File: config.mk
export PLATFORM = sky130hd
export DESIGN_NAME = control_ingreso_teclado
export DESIGN_NICKNAME = d
export VERILOG_FILES = /design/src/rtl/teclado_pkg.sv /design/src/rtl/det_soltar.sv /design/src/rtl/control_ingreso_teclado.sv
export SDC_FILE = /design/constraint.sdc
export NUM_CORES = 1
export LEC_CHECK = 0
export ABC_AREA = 1
export BUFFER_PORTS_ARGS = -buffer_cell sky130_fd_sc_hd__buf_2
export CORE_ASPECT_RATIO = 0.7
export CORE_MARGIN = 10
export CORE_UTILIZATION = 62
export CTS_BUF_LIST = sky130_fd_sc_hd__clkbuf_8
export DETAILED_ROUTE_END_ITERATION = 6
export GPL_ROUTABILITY_DRIVEN = 0
export PLACE_DENSITY_LB_ADDON = 0.25
export SLEW_MARGIN = 10
export SYNTH_ARGS = -nofsm -noshare
export SYNTH_HDL_FRONTEND = slang
export SYNTH_SLANG_ARGS = --single-unit
File: constraint.sdc
create_clock -name clk -period 2.89 [get_ports clk]
set_input_delay 0.1445 -clock clk [delete_from_list [all_inputs] [get_ports clk]]
set_output_delay 0.1445 -clock clk [all_outputs]
set_load 0.005 [all_outputs]
File: src/rtl/teclado_pkg.sv
// Shared definitions for the keypad entry controller: key codes, FSM encoding
// and command codes, plus small decode helpers.
package teclado_pkg;

  localparam logic [4:0] TECLA_A        = 5'd10;
  localparam logic [4:0] TECLA_B        = 5'd11;
  localparam logic [4:0] TECLA_C        = 5'd12;
  localparam logic [4:0] TECLA_D        = 5'd13;
  localparam logic [4:0] TECLA_E        = 5'd14;
  localparam logic [4:0] TECLA_F        = 5'd15;
  localparam logic [4:0] TECLA_NINGUNA  = 5'd16;
  localparam logic [4:0] TECLA_INVALIDA = 5'd17;

  localparam logic [1:0] ST_ESPERA  = 2'd0;
  localparam logic [1:0] ST_PROCESA = 2'd1;
  localparam logic [1:0] ST_SOLTAR  = 2'd2;

  localparam logic [1:0] CMD_B = 2'd0;
  localparam logic [1:0] CMD_C = 2'd1;
  localparam logic [1:0] CMD_D = 2'd2;

  function automatic logic es_digito(input logic [3:0] t);
    return (t <= 4'd9);
  endfunction

  function automatic logic [1:0] cmd_de_tecla(input logic [3:0] t);
    logic [1:0] r;
    case ({1'b0, t})
      TECLA_B: r = CMD_B;
      TECLA_C: r = CMD_C;
      TECLA_D: r = CMD_D;
      default: r = CMD_B;
    endcase
    return r;
  endfunction

endpackage

File: src/rtl/det_soltar.sv
// Key-release detector: counts consecutive event-free clocks while armed and
// flags a release once the count reaches RELEASE_TICKS-1 on a quiet clock.
module det_soltar #(
  parameter int RELEASE_TICKS = 8
) (
  input  logic clk,
  input  logic rst_n,
  input  logic arm,
  input  logic evento,
  output logic soltado
);

  localparam int CW = $clog2(RELEASE_TICKS);
  localparam logic [CW-1:0] CUENTA_MAX = CW'(RELEASE_TICKS - 1);

  logic [CW-1:0] cuenta;

  assign soltado = arm && !evento && (cuenta == CUENTA_MAX);

  // Release counter; any report restarts the quiet interval.
  always_ff @(posedge clk) begin
    if (!rst_n) begin
      cuenta <= '0;
    end else if (!arm || evento) begin
      cuenta <= '0;
    end else if (!soltado) begin
      cuenta <= cuenta + CW'(1);
    end
  end

endmodule

File: src/rtl/control_ingreso_teclado.sv
// Keypad entry controller: one accepted action per physical key press, BCD
// entry buffer with clear/backspace/enter, and command strobes for B/C/D.
module control_ingreso_teclado
  import teclado_pkg::*;
#(
  parameter int N_DIG         = 4,
  parameter int RELEASE_TICKS = 8
) (
  input  logic                         clk,
  input  logic                         rst_n,
  input  logic [4:0]                   digito,
  input  logic                         cambio_digito,
  output logic [4*N_DIG-1:0]           numero,
  output logic [$clog2(N_DIG+1)-1:0]   cant,
  output logic                         listo,
  output logic [1:0]                   comando,
  output logic                         comando_valido,
  output logic                         error,
  output logic                         ocupado
);

  localparam int CW = $clog2(N_DIG + 1);
  localparam int NW = 4 * N_DIG;

  logic [1:0]    estado;
  logic [3:0]    tecla;
  logic          nuevo;
  logic          soltado;
  logic [NW-1:0] tecla_ext;

  assign tecla_ext = NW'(tecla);

  // The counter also runs during PROCESA so re-arm takes exactly
  // RELEASE_TICKS quiet clocks after the last report.
  det_soltar #(
    .RELEASE_TICKS(RELEASE_TICKS)
  ) u_det_soltar (
    .clk    (clk),
    .rst_n  (rst_n),
    .arm    (estado != ST_ESPERA),
    .evento (cambio_digito),
    .soltado(soltado)
  );

  // Press FSM with registered buffer, strobes and busy flag.
  always_ff @(posedge clk) begin
    if (!rst_n) begin
      estado         <= ST_ESPERA;
      tecla          <= 4'd0;
      nuevo          <= 1'b0;
      numero         <= '0;
      cant           <= '0;
      listo          <= 1'b0;
      comando        <= CMD_B;
      comando_valido <= 1'b0;
      error          <= 1'b0;
      ocupado        <= 1'b0;
    end else begin
      listo          <= 1'b0;
      comando_valido <= 1'b0;
      error          <= 1'b0;
      case (estado)
        ST_ESPERA: begin
          if (cambio_digito && (digito < TECLA_NINGUNA)) begin
            tecla   <= digito[3:0];
            estado  <= ST_PROCESA;
            ocupado <= 1'b1;
          end
        end
        ST_PROCESA: begin
          estado <= ST_SOLTAR;
          if (es_digito(tecla)) begin
            if (nuevo) begin
              numero <= tecla_ext;
              cant   <= CW'(1);
              nuevo  <= 1'b0;
            end else if (cant < CW'(N_DIG)) begin
              numero <= (numero << 4) | tecla_ext;
              cant   <= cant + CW'(1);
            end else begin
              error <= 1'b1;
            end
          end else begin
            case ({1'b0, tecla})
              TECLA_A: begin
                numero <= '0;
                cant   <= '0;
                nuevo  <= 1'b0;
              end
              TECLA_B, TECLA_C, TECLA_D: begin
                comando        <= cmd_de_tecla(tecla);
                comando_valido <= 1'b1;
              end
              TECLA_E: begin
                if (nuevo) begin
                  numero <= '0;
                  cant   <= '0;
                  nuevo  <= 1'b0;
                end else if (cant != '0) begin
                  numero <= numero >> 4;
                  cant   <= cant - CW'(1);
                end else begin
                  error <= 1'b1;
                end
              end
              TECLA_F: begin
                if (cant != '0) begin
                  listo <= 1'b1;
                  nuevo <= 1'b1;
                end else begin
                  error <= 1'b1;
                end
              end
              default: begin
                error <= 1'b1;
              end
            endcase
          end
        end
        ST_SOLTAR: begin
          if (soltado) begin
            estado  <= ST_ESPERA;
            ocupado <= 1'b0;
          end
        end
        default: begin
          estado  <= ST_ESPERA;
          ocupado <= 1'b0;
        end
      endcase
    end
  end

endmodule

==> impl_metrics.json <==
{
  "clock_latency_ns": 0.28,
  "syn_area_mm2": 0.001882,
  "stdcell_count": 363,
  "routed_wl_mm": 4.091,
  "relSlewSlack_pct": 62.58,
  "io_pins": 33,
  "startpoint_type": "register",
  "track_usage_pct": 14.95,
  "ir_drop_v": 0.0003646,
  "slew_violations": 0,
  "grt_pass1_wl_mm": 7.065,
  "fmax_ghz": 0.5447,
  "die_width_um": 85.85,
  "pre_cts_slack_ns": 1.093,
  "portBuffers": 32,
  "hp-class": "in2reg",
  "drive_gt1_share_pct": 20.80,
  "rsz0062_at_grt": "false",
  "drt_iter0_drc": 138,
  "p_comb_share_pct": 13.2,
  "n_antenna_cell": 0,
  "syn_to_final_growth_pct": 14.03,
  "core_area_mm2": 0.002843,
  "dp.cells": 355,
  "leakagePower_nw": 1.057,
  "clock-skew-final_ns": 0.005478,
  "clockPowerShare_pct": 40.1,
  "setup_ws_ns": 1.054,
  "antenna_left": 0,
  "crit_fanout": 38,
  "final_nets": 339,
  "power_frac_seq_pct": 46.6,
  "cts_sinks": 35,
  "syn_avg_cell_area_um2": 6.357,
  "status": "complete, no violations",
  "cp.arrival_ns": 2.02,
  "p_sw_uw": 282.8,
  "hold_buffers": 0,
  "finalCritPeriodShare_pct": 63.53,
  "htreeDepth": 2,
  "vias": 1765,
  "finalSetupTns_ns": 0,
  "finalInstanceArea_mm2": 0.002146,
  "endpoint_kind": "register",
  "placed_cell_area_mm2": 0.002028,
  "cts_tree": "done",
  "cts_resized": 0,
  "ys_seq_area_share_pct": 37.23,
  "rows": 16,
  "grt_max_degree": 39,
  "crit_type": "reg2reg",
  "die_y_um": 66.10,
  "setup_violations": 0,
  "hold_viol": 0,
  "p_int_uw": 837.8,
  "yosysUniqueCellTypes": 19,
  "remaining_drc_errors": 0,
  "maxCapViolCount": 0,
  "fin_crit_ns": 1.836,
  "power_density_mw_per_mm2": 522.2,
  "cts_buffers": 5,
  "hpwl_mm": 2.945,
  "root_buffer": "clkbuf_8",
  "post_cts_buffers": 0,
  "grt_overflow": 0,
  "clockBufferDepth": 2,
  "detail_route.first_pass.iterations": 4,
  "die-area_mm2": 0.005674,
  "worst_pin_slew_ns": 0.5605,
  "synth_seq_cells": 35,
  "ys_warn_count": 0,
  "grt_pass1_vias": 1593,
  "antenna_found_initial": 0,
  "initial_core_util_pct": 66.20,
  "syn_nets": 309,
  "synthCells": 296,
  "required_ns": 3.07,
  "clkTransAtPathRegs_ns": 0.07,
  "viasPerCell": 4.862,
  "avgRoutedWirePerCell_um": 11.27,
  "p_sw_share_pct": 25.23
}
[flip-flops by register name (all words and copies together) (netlist names)]
| signal | count |
|---|---|
| ocupado | 1 |
| tecla | 4 |
| nuevo | 1 |
| comando | 2 |
| estado | 2 |
| error | 1 |
| u_det_soltar.cuenta | 3 |
| listo | 1 |
| cant | 3 |
| comando_valido | 1 |
| numero | 16 |
[final cells by class]
class	instances	area, um2
tap	36	45.04
clock buffer	6	82.58
sequential	35	700.7
inverter	40	150.1
clock inverter	2	35.03
timing repair buffer	34	175.2
multi-input combinational	210	957.2
fill	229	696.9
[through the flow]
step	hold slack, ns	power [mW]	util [%]
after floorplan	0.3378	0.6433	-
after global placement	0.4286	0.6767	71.35
after detailed placement	0.4445	0.6799	71.35
after CTS	0.1418	1.126	75.48
after global routing	0.1717	1.174	75.48
final	0.1381	1.121	75.48
[final timing paths]
check | startpoint | endpoint | depth (start not counted) | slack, ns
setup / recovery | tecla[1] | numero[1] | 10 | 1.05
hold / removal | digito[0] | tecla[0] | 3 | 0.14
setup reg to reg | tecla[1] | numero[1] | 10 | 1.05
hold reg to reg | comando[0] | comando[0] | 2 | 0.46
[power by group through the flow]
stage	clock, mW	sequential [mW]	combinational, mW
after floorplan	0	0.532	0.111
after global placement	0	0.533	0.144
after detailed placement	0	0.533	0.147
after CTS	0.454	0.522	0.149
after global routing	0.476	0.526	0.172
final	0.450	0.523	0.148
[layer usage]
layer / vias up / track usage (%) / routed length, um / share of wire (%)
li1: 950 / - / - / -
met1: 749 / 20.33 / 2034 / 50
met2: 59 / 21.27 / 1670 / 41
met3: 7 / 5.296 / 347 / 8.5
met4: 0 / 4.918 / 40 / 0.98
met5: - / 0 / 0 / 0
[cells by family (layout without fill, tap and decap cells)]
family	after synthesis	after routing	share of synthesized area, %
simple gates	182	182	41.22
buf+inv	51	82	11.90
flops	35	35	37.23
compound gates	22	22	5.851
fa+ha+maj	5	5	3.324
xor+xnor	1	1	0.4655
[critical path, cell delays in order (launching register included)]
cell	delay [ns]
dfxtp_1	0.40
inv_2	0.08
nand2_1	0.08
nand2_1	0.26
nand2_1	0.14
nand2_1	0.09
nor2_2	0.08
buf_4	0.38
nand2_2	0.08
nand2_1	0.10
nor2_2	0.04
[placed cells by master, fill, tap and decap left out, drive strengths merged]
cell / n
buf: 34
clkbuf: 6
nand4: 5
nand2: 88
ha: 5
o21ai: 14
nor2: 75
clkinv: 1
dfxtp: 35
a21oi: 8
nand3: 13
nor3: 1
inv: 40
xor2: 1
bufinv: 1
[synth_stat cells (all sizes together)]
cell    number  area (um2)
buf          8       62.55
o21ai       14       70.07
nand2       88       357.8
nand4        5       31.28
nor3         1       5.000
a21oi        8       40.04
nand3       13       65.06
ha           5       62.56
clkbuf       3       11.26
xor2         1       8.760
nor2        75       316.6
dfxtp       35       700.7
inv         40       150.1
Note: power is estimated with default switching activity, not from simulation.
